`src/rtl/pid_pwm_stage_pkg.sv`:
```
// -----------------------------------------------------------------------------
// pid_pwm_stage_pkg
// Shared constants and types for the PID actuator PWM stage.
//   N     : width of the signed controller word
//   Q     : fractional bits of the controller word (1.0 == 1 << Q)
//   ONE   : fixed-point 1.0
//   PERIOD_DEF / CW_DEF : default PWM period and counter width
//   pwm_state_e : run-control FSM encoding
// -----------------------------------------------------------------------------
package pid_pwm_stage_pkg;

    localparam int N          = 32;
    localparam int Q          = 18;
    localparam int PERIOD_DEF = 1000;
    localparam int CW_DEF     = 10;

    localparam logic [N-1:0] ONE = N'(1) << Q;

    typedef enum logic [0:0] {
        ST_IDLE = 1'b0,
        ST_RUN  = 1'b1
    } pwm_state_e;

endpackage

```
`src/rtl/pid_pwm_stage_if.sv`:
```
// -----------------------------------------------------------------------------
// pid_pwm_stage_if
// Bundles the controller-side command inputs and the actuator-side outputs
// of the PWM stage.
//   master : drives data_in/data_valid/enable, observes the PWM outputs
//   slave  : the PWM stage itself
// -----------------------------------------------------------------------------
interface pid_pwm_stage_if #(
    parameter int N  = pid_pwm_stage_pkg::N,
    parameter int CW = pid_pwm_stage_pkg::CW_DEF
) ();

    logic [N-1:0]  data_in;
    logic          data_valid;
    logic          enable;
    logic          pwm_out;
    logic          dir_out;
    logic          sat_flag;
    logic [CW-1:0] duty_out;
    logic          period_start;

    modport master (
        output data_in, data_valid, enable,
        input  pwm_out, dir_out, sat_flag, duty_out, period_start
    );

    modport slave (
        input  data_in, data_valid, enable,
        output pwm_out, dir_out, sat_flag, duty_out, period_start
    );

endinterface

```
`src/rtl/pid_pwm_stage_duty_calc.sv`:
```
// -----------------------------------------------------------------------------
// pwm_duty_calc
// Combinational conversion of a signed Qx controller word into a PWM command:
// clamp to [-1.0, +1.0], take the magnitude, scale by PERIOD.
//   data_i : signed fixed-point controller output
//   duty_o : (|clamped| * PERIOD) >> Q, truncated, 0..PERIOD
//   dir_o  : sign of the raw input (1 = negative)
//   sat_o  : clamp changed the value
// -----------------------------------------------------------------------------
module pwm_duty_calc #(
    parameter int N      = pid_pwm_stage_pkg::N,
    parameter int Q      = pid_pwm_stage_pkg::Q,
    parameter int PERIOD = pid_pwm_stage_pkg::PERIOD_DEF,
    parameter int CW     = pid_pwm_stage_pkg::CW_DEF
) (
    input  logic [N-1:0]  data_i,
    output logic [CW-1:0] duty_o,
    output logic          dir_o,
    output logic          sat_o
);

    localparam int                  PW      = Q + 1 + CW;
    localparam logic signed [N-1:0] POS_ONE = N'(1) << Q;
    localparam logic signed [N-1:0] NEG_ONE = -POS_ONE;

    logic signed [N-1:0] din_s;
    logic signed [N-1:0] clamp_s;
    logic [Q:0]          mag_s;
    logic [PW-1:0]       prod_s;

    // Clamp in the signed domain, then magnitude and scale to a duty count.
    always_comb begin
        din_s = signed'(data_i);
        if (din_s > POS_ONE) begin
            clamp_s = POS_ONE;
            sat_o   = 1'b1;
        end else if (din_s < NEG_ONE) begin
            clamp_s = NEG_ONE;
            sat_o   = 1'b1;
        end else begin
            clamp_s = din_s;
            sat_o   = 1'b0;
        end

        // Clamped value is within +-2^Q, so the magnitude always fits Q+1 bits
        // (the most negative input was already clamped, no abs overflow).
        if (clamp_s[N-1]) begin
            mag_s = (Q+1)'(-clamp_s);
        end else begin
            mag_s = (Q+1)'(clamp_s);
        end

        prod_s = PW'(mag_s) * PW'(PERIOD);
        duty_o = CW'(prod_s >> Q);
        dir_o  = data_i[N-1];
    end

endmodule

```
`src/rtl/pid_pwm_stage.sv`:
```
// -----------------------------------------------------------------------------
// pid_pwm_stage
// Actuator stage for the fixed-point PID controller. Each data_valid strobe
// converts the controller word into {duty, dir, sat} and stores it in a pending
// register; the pending command becomes active only at a PWM period boundary
// (counter wrap or IDLE->RUN) so the waveform never changes mid-period.
//   clk    : rising-edge clock
//   reset  : asynchronous, active-low, clears all state
//   bus    : slave side of pid_pwm_stage_if
//            in : data_in, data_valid, enable
//            out: pwm_out, dir_out, sat_flag, duty_out, period_start
// -----------------------------------------------------------------------------
module pid_pwm_stage #(
    parameter int N      = pid_pwm_stage_pkg::N,
    parameter int Q      = pid_pwm_stage_pkg::Q,
    parameter int PERIOD = pid_pwm_stage_pkg::PERIOD_DEF,
    parameter int CW     = pid_pwm_stage_pkg::CW_DEF
) (
    input  logic          clk,
    input  logic          reset,
    pid_pwm_stage_if.slave bus
);

    import pid_pwm_stage_pkg::*;

    localparam logic [CW-1:0] CNT_LAST = CW'(PERIOD - 1);

    logic [CW-1:0] calc_duty_s;
    logic          calc_dir_s;
    logic          calc_sat_s;

    pwm_state_e    state_q, state_d;
    logic [CW-1:0] cnt_q, cnt_d;
    logic [CW-1:0] pend_duty_q, pend_duty_d;
    logic          pend_dir_q, pend_dir_d;
    logic          pend_sat_q, pend_sat_d;
    logic [CW-1:0] act_duty_q, act_duty_d;
    logic          act_dir_q, act_dir_d;
    logic          act_sat_q, act_sat_d;
    logic          pwm_q, pwm_d;
    logic          pstart_q, pstart_d;
    logic          run_s;

    pwm_duty_calc #(
        .N      (N),
        .Q      (Q),
        .PERIOD (PERIOD),
        .CW     (CW)
    ) u_duty_calc (
        .data_i (bus.data_in),
        .duty_o (calc_duty_s),
        .dir_o  (calc_dir_s),
        .sat_o  (calc_sat_s)
    );

    // Next-state: pending capture, FSM, counter, active load, output decode.
    always_comb begin
        state_d     = state_q;
        cnt_d       = cnt_q;
        pend_duty_d = pend_duty_q;
        pend_dir_d  = pend_dir_q;
        pend_sat_d  = pend_sat_q;
        act_duty_d  = act_duty_q;
        act_dir_d   = act_dir_q;
        act_sat_d   = act_sat_q;
        run_s       = 1'b0;
        pwm_d       = 1'b0;
        pstart_d    = 1'b0;

        // Pending keeps tracking the controller in every state; last valid wins.
        if (bus.data_valid) begin
            pend_duty_d = calc_duty_s;
            pend_dir_d  = calc_dir_s;
            pend_sat_d  = calc_sat_s;
        end else begin
            pend_duty_d = pend_duty_q;
            pend_dir_d  = pend_dir_q;
            pend_sat_d  = pend_sat_q;
        end

        // Active always loads from the OLD pending value, so a valid on the
        // boundary edge lands one period later.
        case (state_q)
            ST_IDLE: begin
                cnt_d = CW'(0);
                if (bus.enable) begin
                    state_d    = ST_RUN;
                    act_duty_d = pend_duty_q;
                    act_dir_d  = pend_dir_q;
                    act_sat_d  = pend_sat_q;
                end else begin
                    state_d = ST_IDLE;
                end
            end
            ST_RUN: begin
                if (cnt_q == CNT_LAST) begin
                    cnt_d      = CW'(0);
                    act_duty_d = pend_duty_q;
                    act_dir_d  = pend_dir_q;
                    act_sat_d  = pend_sat_q;
                end else begin
                    cnt_d = cnt_q + CW'(1);
                end
                // Disable wins over the counter but not over the active load.
                if (!bus.enable) begin
                    state_d = ST_IDLE;
                    cnt_d   = CW'(0);
                end else begin
                    state_d = ST_RUN;
                end
            end
            default: begin
                state_d = ST_IDLE;
                cnt_d   = CW'(0);
            end
        endcase

        // Outputs are decoded from next-state so they register in step with cnt.
        run_s = (state_d == ST_RUN);
        if (run_s) begin
            pwm_d    = (cnt_d < act_duty_d);
            pstart_d = (cnt_d == CW'(0));
        end else begin
            pwm_d    = 1'b0;
            pstart_d = 1'b0;
        end
    end

    // State and output registers, asynchronously cleared.
    always_ff @(posedge clk or negedge reset) begin
        if (!reset) begin
            state_q     <= ST_IDLE;
            cnt_q       <= CW'(0);
            pend_duty_q <= CW'(0);
            pend_dir_q  <= 1'b0;
            pend_sat_q  <= 1'b0;
            act_duty_q  <= CW'(0);
            act_dir_q   <= 1'b0;
            act_sat_q   <= 1'b0;
            pwm_q       <= 1'b0;
            pstart_q    <= 1'b0;
        end else begin
            state_q     <= state_d;
            cnt_q       <= cnt_d;
            pend_duty_q <= pend_duty_d;
            pend_dir_q  <= pend_dir_d;
            pend_sat_q  <= pend_sat_d;
            act_duty_q  <= act_duty_d;
            act_dir_q   <= act_dir_d;
            act_sat_q   <= act_sat_d;
            pwm_q       <= pwm_d;
            pstart_q    <= pstart_d;
        end
    end

    assign bus.pwm_out      = pwm_q;
    assign bus.period_start = pstart_q;
    assign bus.duty_out     = act_duty_q;
    assign bus.dir_out      = act_dir_q;
    assign bus.sat_flag     = act_sat_q;

endmodule

```
`src/flat_wrapper.sv`:
```
// flat-port wrapper written by rule: the top's interface ports become plain ports
module pid_pwm_stage_flat import pid_pwm_stage_pkg::*;
#(
    parameter int N      = pid_pwm_stage_pkg::N,
    parameter int Q      = pid_pwm_stage_pkg::Q,
    parameter int PERIOD = pid_pwm_stage_pkg::PERIOD_DEF,
    parameter int CW     = pid_pwm_stage_pkg::CW_DEF
)
  (clk, reset, bus_data_in, bus_data_valid, bus_enable, bus_pwm_out, bus_dir_out, bus_sat_flag, bus_duty_out, bus_period_start);
  pid_pwm_stage_if #(.N(N), .CW(CW)) bus_i ();
  input  logic clk;
  input  logic reset;
  input wire logic [$bits(bus_i.data_in)-1:0] bus_data_in;
  input wire logic [$bits(bus_i.data_valid)-1:0] bus_data_valid;
  input wire logic [$bits(bus_i.enable)-1:0] bus_enable;
  output wire logic [$bits(bus_i.pwm_out)-1:0] bus_pwm_out;
  output wire logic [$bits(bus_i.dir_out)-1:0] bus_dir_out;
  output wire logic [$bits(bus_i.sat_flag)-1:0] bus_sat_flag;
  output wire logic [$bits(bus_i.duty_out)-1:0] bus_duty_out;
  output wire logic [$bits(bus_i.period_start)-1:0] bus_period_start;
  assign bus_i.data_in = bus_data_in;
  assign bus_i.data_valid = bus_data_valid;
  assign bus_i.enable = bus_enable;
  assign bus_pwm_out = bus_i.pwm_out;
  assign bus_dir_out = bus_i.dir_out;
  assign bus_sat_flag = bus_i.sat_flag;
  assign bus_duty_out = bus_i.duty_out;
  assign bus_period_start = bus_i.period_start;
  pid_pwm_stage #(.N(N), .Q(Q), .PERIOD(PERIOD), .CW(CW)) u_core (.clk(clk), .reset(reset), .bus(bus_i));
endmodule
```
`config.mk`:
```
export PLATFORM = sky130hd
export DESIGN_NAME = pid_pwm_stage_flat
export DESIGN_NICKNAME = d
export VERILOG_FILES = /design/src/rtl/pid_pwm_stage_pkg.sv /design/src/rtl/pid_pwm_stage_if.sv /design/src/rtl/pid_pwm_stage_duty_calc.sv /design/src/rtl/pid_pwm_stage.sv /design/src/flat_wrapper.sv
export SDC_FILE = /design/constraint.sdc
export NUM_CORES = 1
export LEC_CHECK = 0
export ABC_AREA = 1
export ABC_CLOCK_PERIOD_IN_PS = 3300
export BUFFER_PORTS_ARGS = -buffer_cell sky130_fd_sc_hd__buf_4
export CAP_MARGIN = 30
export CORE_AREA = 2 2 110 112
export DETAILED_ROUTE_END_ITERATION = 7
export DIE_AREA = 0 0 112 114
export PLACE_DENSITY = 0.7
export SYNTH_ARGS = -nofsm -noshare
export SYNTH_HDL_FRONTEND = slang
export SYNTH_SLANG_ARGS = --single-unit
```
`constraint.sdc`:
```
create_clock -name clk -period 3.3 [get_ports clk]
set_input_delay 0.33 -clock clk [delete_from_list [all_inputs] [get_ports clk]]
set_output_delay 0.33 -clock clk [all_outputs]
set_load 0.01 [all_outputs]
```
==> results.py <==
metrics = {
    "status": {
        "outcome": "complete, but fails checks",
        "failing_checks": "hold timing, setup timing",
    },
    "yosys": {
        "synth-warning-count": 0,
        "synthesis.nets": 944,
        "synth.avg_cell_area_um2": 7.202,
        "synth_sequential_area_ratio_pct": 16.23,
        "synth-seq-cells": 37,
        "synthDistinctLibCells": 42,
        "post_synth_inst_count": 792,
        "post_synth_instance_area_mm2": 0.005704,
    },
    "timing": {
        "final_max_tran_viols": 0,
        "post-route-worst-setup-slack_ns": -2.441,
        "holdWs_ns": -0.003435,
        "min_period_over_period_pct": 174.0,
        "maxSlewHeadroom_pct": 50.31,
        "rsz0062_at_grt": "yes",
        "actual_slew_at_the_worst_max_slew_pin_ns": 0.7404,
        "accumulated_negative_setup_slack_ns": -23.37,
        "hold_violations": 2,
        "final_worst_clock_skew_ns": 0.003298,
        "final_worst_path_period_need_ns": 5.741,
        "max_freq_mhz": 174.2,
        "final-setup-viol-count": 10,
    },
    "die": {
        "placeableCoreArea_mm2": 0.01171,
        "floorplan.io_pins": 50,
        "dieHeight_um": 114,
        "die-area_mm2": 0.01277,
        "initial_core_util_pct": 48.71,
        "die_x_um": 112,
        "core.rowCount": 40,
    },
    "grt": {
        "grt_antenna_before_repair": 0,
        "grt_start_max_net_pins": 38,
        "vias_in_the_first_global_route": 6347,
        "grtUsageTotal_pct": 27.13,
        "globalRoute.totalOverflow": 0,
        "grt_first_pass_wirelength_um": 28640,
    },
    "placed_design": {
        "finalWeightedCongestion": 0.9172,
        "dp_cells": 1152,
        "buffer_ports.inserted": 49,
        "hpwl_um": 13140,
    },
    "drt": {
        "drt_iter0_drc": 440,
        "via_count": 6139,
        "antenna_violating_nets_post_route": 0,
        "vias_per_cell": 5.082,
        "wire_per_inst_um": 14.72,
        "drt_pass1_iterations": 5,
        "drt_drc_violations_left": 0,
        "totalWireLength_um": 17780,
    },
    "cts": {
        "clock_path_buffers": 2,
        "clk_pin_slew_worst_setup_hold_paths_ns": 0.06,
        "clkLatencyLatePin_ns": 0.28,
        "htree_levels": 2,
        "cts_buffers": 5,
        "clock_root_buffer": "sky130_fd_sc_hd__clkbuf_16",
        "cts_tree": "yes",
        "clkSinkCount": 37,
    },
    "cells_and_area": {
        "fillers": 750,
        "n_antenna_cell": 0,
        "drive_gt1_share_pct": 46.09,
        "design.final.nets": 1212,
        "layoutNonFillerInstCount": 1208,
        "area_delta_synth_final_pct": 59.99,
    },
    "flow_run": {
        "max_cap_violations": 0,
    },
    "power": {
        "irDropWorstVdd_mv": 0.6757,
        "p_leak_nw": 4.712,
        "cellPowerDensity_mw_per_mm2": 916.8,
    },
    "setup_path": {
        "cp-start-kind": "primary input",
        "cp.required_ns": 3.45,
        "worstSetupPathType": "in2reg",
        "worst_r2r_startpoint": "u_core.cnt_q[0]",
        "worst_setup_ep_type": "flop",
        "crit_path_top_delay_cell": "sky130_fd_sc_hd__fa_1",
        "reg2reg_setup_slack_ns": 0.13,
        "timing.critical_path.fanout_max": 6,
        "worst_path_largest_cell_delay_ns": 0.55,
        "worstPathArrival_ns": 5.89,
        "critical_path.startpoint": "bus_data_in[19]",
    },
    "min_path": {
        "worst_hold_path_type": "in2async",
    },
}
[critical path: cells and delay by family]
| kind | cells | cell delay, ns |
|---|---|---|
| AND/OR/NAND/NOR | 15 | 1.81 |
| buffers and inverters | 9 | 0.62 |
| XOR/XNOR | 1 | 0.19 |
| AO/OA/AOI/OAI | 4 | 0.39 |
| adder cells (fa/ha/maj) | 7 | 2.52 |
[per-layer routing]
metal | up-vias | GRT usage (%) | routed length [um]
met5 | - | 0 | 0
met4 | 0 | 4.553 | 236
met3 | 23 | 2.710 | 639
met2 | 139 | 49.78 | 9416
met1 | 2968 | 35.47 | 7486
li1 | 3009 | - | -
[worst paths after layout]
kind	cells after the start	to
max	36	u_core.pend_duty_q[6]
min in group clk	1	u_core.state_q
max in group asynchronous	1	u_core.bus.duty_out[6]
min reg2reg	2	u_core.pend_duty_q[5]
max reg2reg	16	u_core.bus.pwm_out
min	1	u_core.pend_sat_q
[cells in the mapped netlist, drive strengths merged]
cell type  count  area, um^2
a2111oi        2       17.52
a211oi         2       15.01
a21boi         4       30.03
a21o           2       15.01
a21oi         27       135.1
a31oi          1       6.260
buf            5       32.53
clkbuf         3       11.26
dfrtp         37       925.9
fa            55        1101
ha            61       763.2
inv          171       641.9
mux2i          4       40.04
nand2        191       754.5
nand3         39       205.2
nand3b         4       30.03
nand4         10       62.56
nor2          82       340.3
nor3          12       60.06
nor4           5       31.28
nor4b          1       8.760
o211ai         2       15.01
o21a           5       37.54
o21ai         42       221.5
or2            6       37.54
or4            1       7.510
xnor2          7       61.31
xor2          11       96.34
[cell usage in the layout (no fill, tap or decap), types with 8 or more instances in the layout]
master | Yosys | final
sky130_fd_sc_hd__a21oi_1 | 27 | 9
sky130_fd_sc_hd__a21oi_2 | 0 | 11
sky130_fd_sc_hd__buf_4 | 1 | 249
sky130_fd_sc_hd__buf_6 | 1 | 17
sky130_fd_sc_hd__dfrtp_1 | 37 | 37
sky130_fd_sc_hd__fa_1 | 55 | 53
sky130_fd_sc_hd__ha_1 | 61 | 37
sky130_fd_sc_hd__ha_4 | 0 | 23
sky130_fd_sc_hd__inv_1 | 152 | 135
sky130_fd_sc_hd__inv_2 | 19 | 32
sky130_fd_sc_hd__nand2_1 | 178 | 139
sky130_fd_sc_hd__nand2_2 | 12 | 36
sky130_fd_sc_hd__nand2_4 | 1 | 16
sky130_fd_sc_hd__nand3_1 | 37 | 32
sky130_fd_sc_hd__nand4_1 | 10 | 10
sky130_fd_sc_hd__nor2_1 | 75 | 46
sky130_fd_sc_hd__nor2_2 | 4 | 20
sky130_fd_sc_hd__nor2_4 | 3 | 16
sky130_fd_sc_hd__o21ai_0 | 36 | 19
sky130_fd_sc_hd__o21ai_1 | 3 | 12
sky130_fd_sc_hd__o21ai_2 | 3 | 8
[per-stage QoR]
step | area (um^2) | util (%) | setup slack [ns] | total power [mW]
final | 9126 | 77.93 | -2.441 | 8.367
after global routing | 9126 | 77.93 | -2.678 | 8.968
after CTS | 8697 | 74.26 | -2.427 | 7.474
after detailed placement | 7833 | 66.88 | -2.982 | 5.846
after global placement | 7833 | 66.88 | -2.808 | 5.721
after floorplan | 6040 | - | -2.671 | 3.934
[registers in the layout (all words and copies together) (netlist names)]
name and flops:
u_core.bus.duty_out 10, u_core.pend_sat_q 1, u_core.pend_dir_q 1, u_core.state_q 1, u_core.bus.period_start 1, u_core.bus.pwm_out 1, u_core.bus.sat_flag 1, u_core.bus.dir_out 1
u_core.cnt_q 10, u_core.pend_duty_q 10
[power by group]
part | switching, mW | internal (mW) | leakage [nW] | total [mW]
Clock | 0.182 | 0.277 | 0.0696 | 0.458
Sequential | 0.0677 | 0.588 | 0.466 | 0.655
Combinational | 3.73 | 3.52 | 4.18 | 7.25
Total | 3.98 | 4.39 | 4.71 | 8.37
[cell families (layout without fill, tap and decap cells)]
family / Yosys count / count (layout) / share of synthesized area [%]
xor+xnor: 18 / 18 / 2.764
compound gates: 87 / 87 / 8.642
buf+inv: 179 / 447 / 12.02
mux: 4 / 4 / 0.7019
simple gates: 351 / 352 / 26.96
flops: 37 / 37 / 16.23
fa+ha+maj: 116 / 116 / 32.68
[area by class of cell]
cell class                      count  area [um^2]  share of cell area [%]
Clock inverter                      3        17.52                  0.1919
Sequential cell                    37        925.9                   10.15
Timing Repair Buffer              268         2096                   22.96
Tap cell                          147        183.9                   2.015
Multi-Input combinational cell    577         5124                   56.14
Inverter                          171        654.4                   7.170
Clock buffer                        5        125.1                   1.371
[timing repair]
| item | 4_1_cts | 5_1_grt |
|---|---|---|
| endpoints found under the setup margin | 10 | 10 |
| setup buffers | 37 | 10 |
| hold endpoints to repair | 0 | 0 |
| gates cloned | 1 | 0 |
| pin swaps | 76 | 51 |
| resized for setup | 104 | 81 |
| hold buffers | 0 | 0 |
Note: power is estimated with default switching activity, not from simulation.
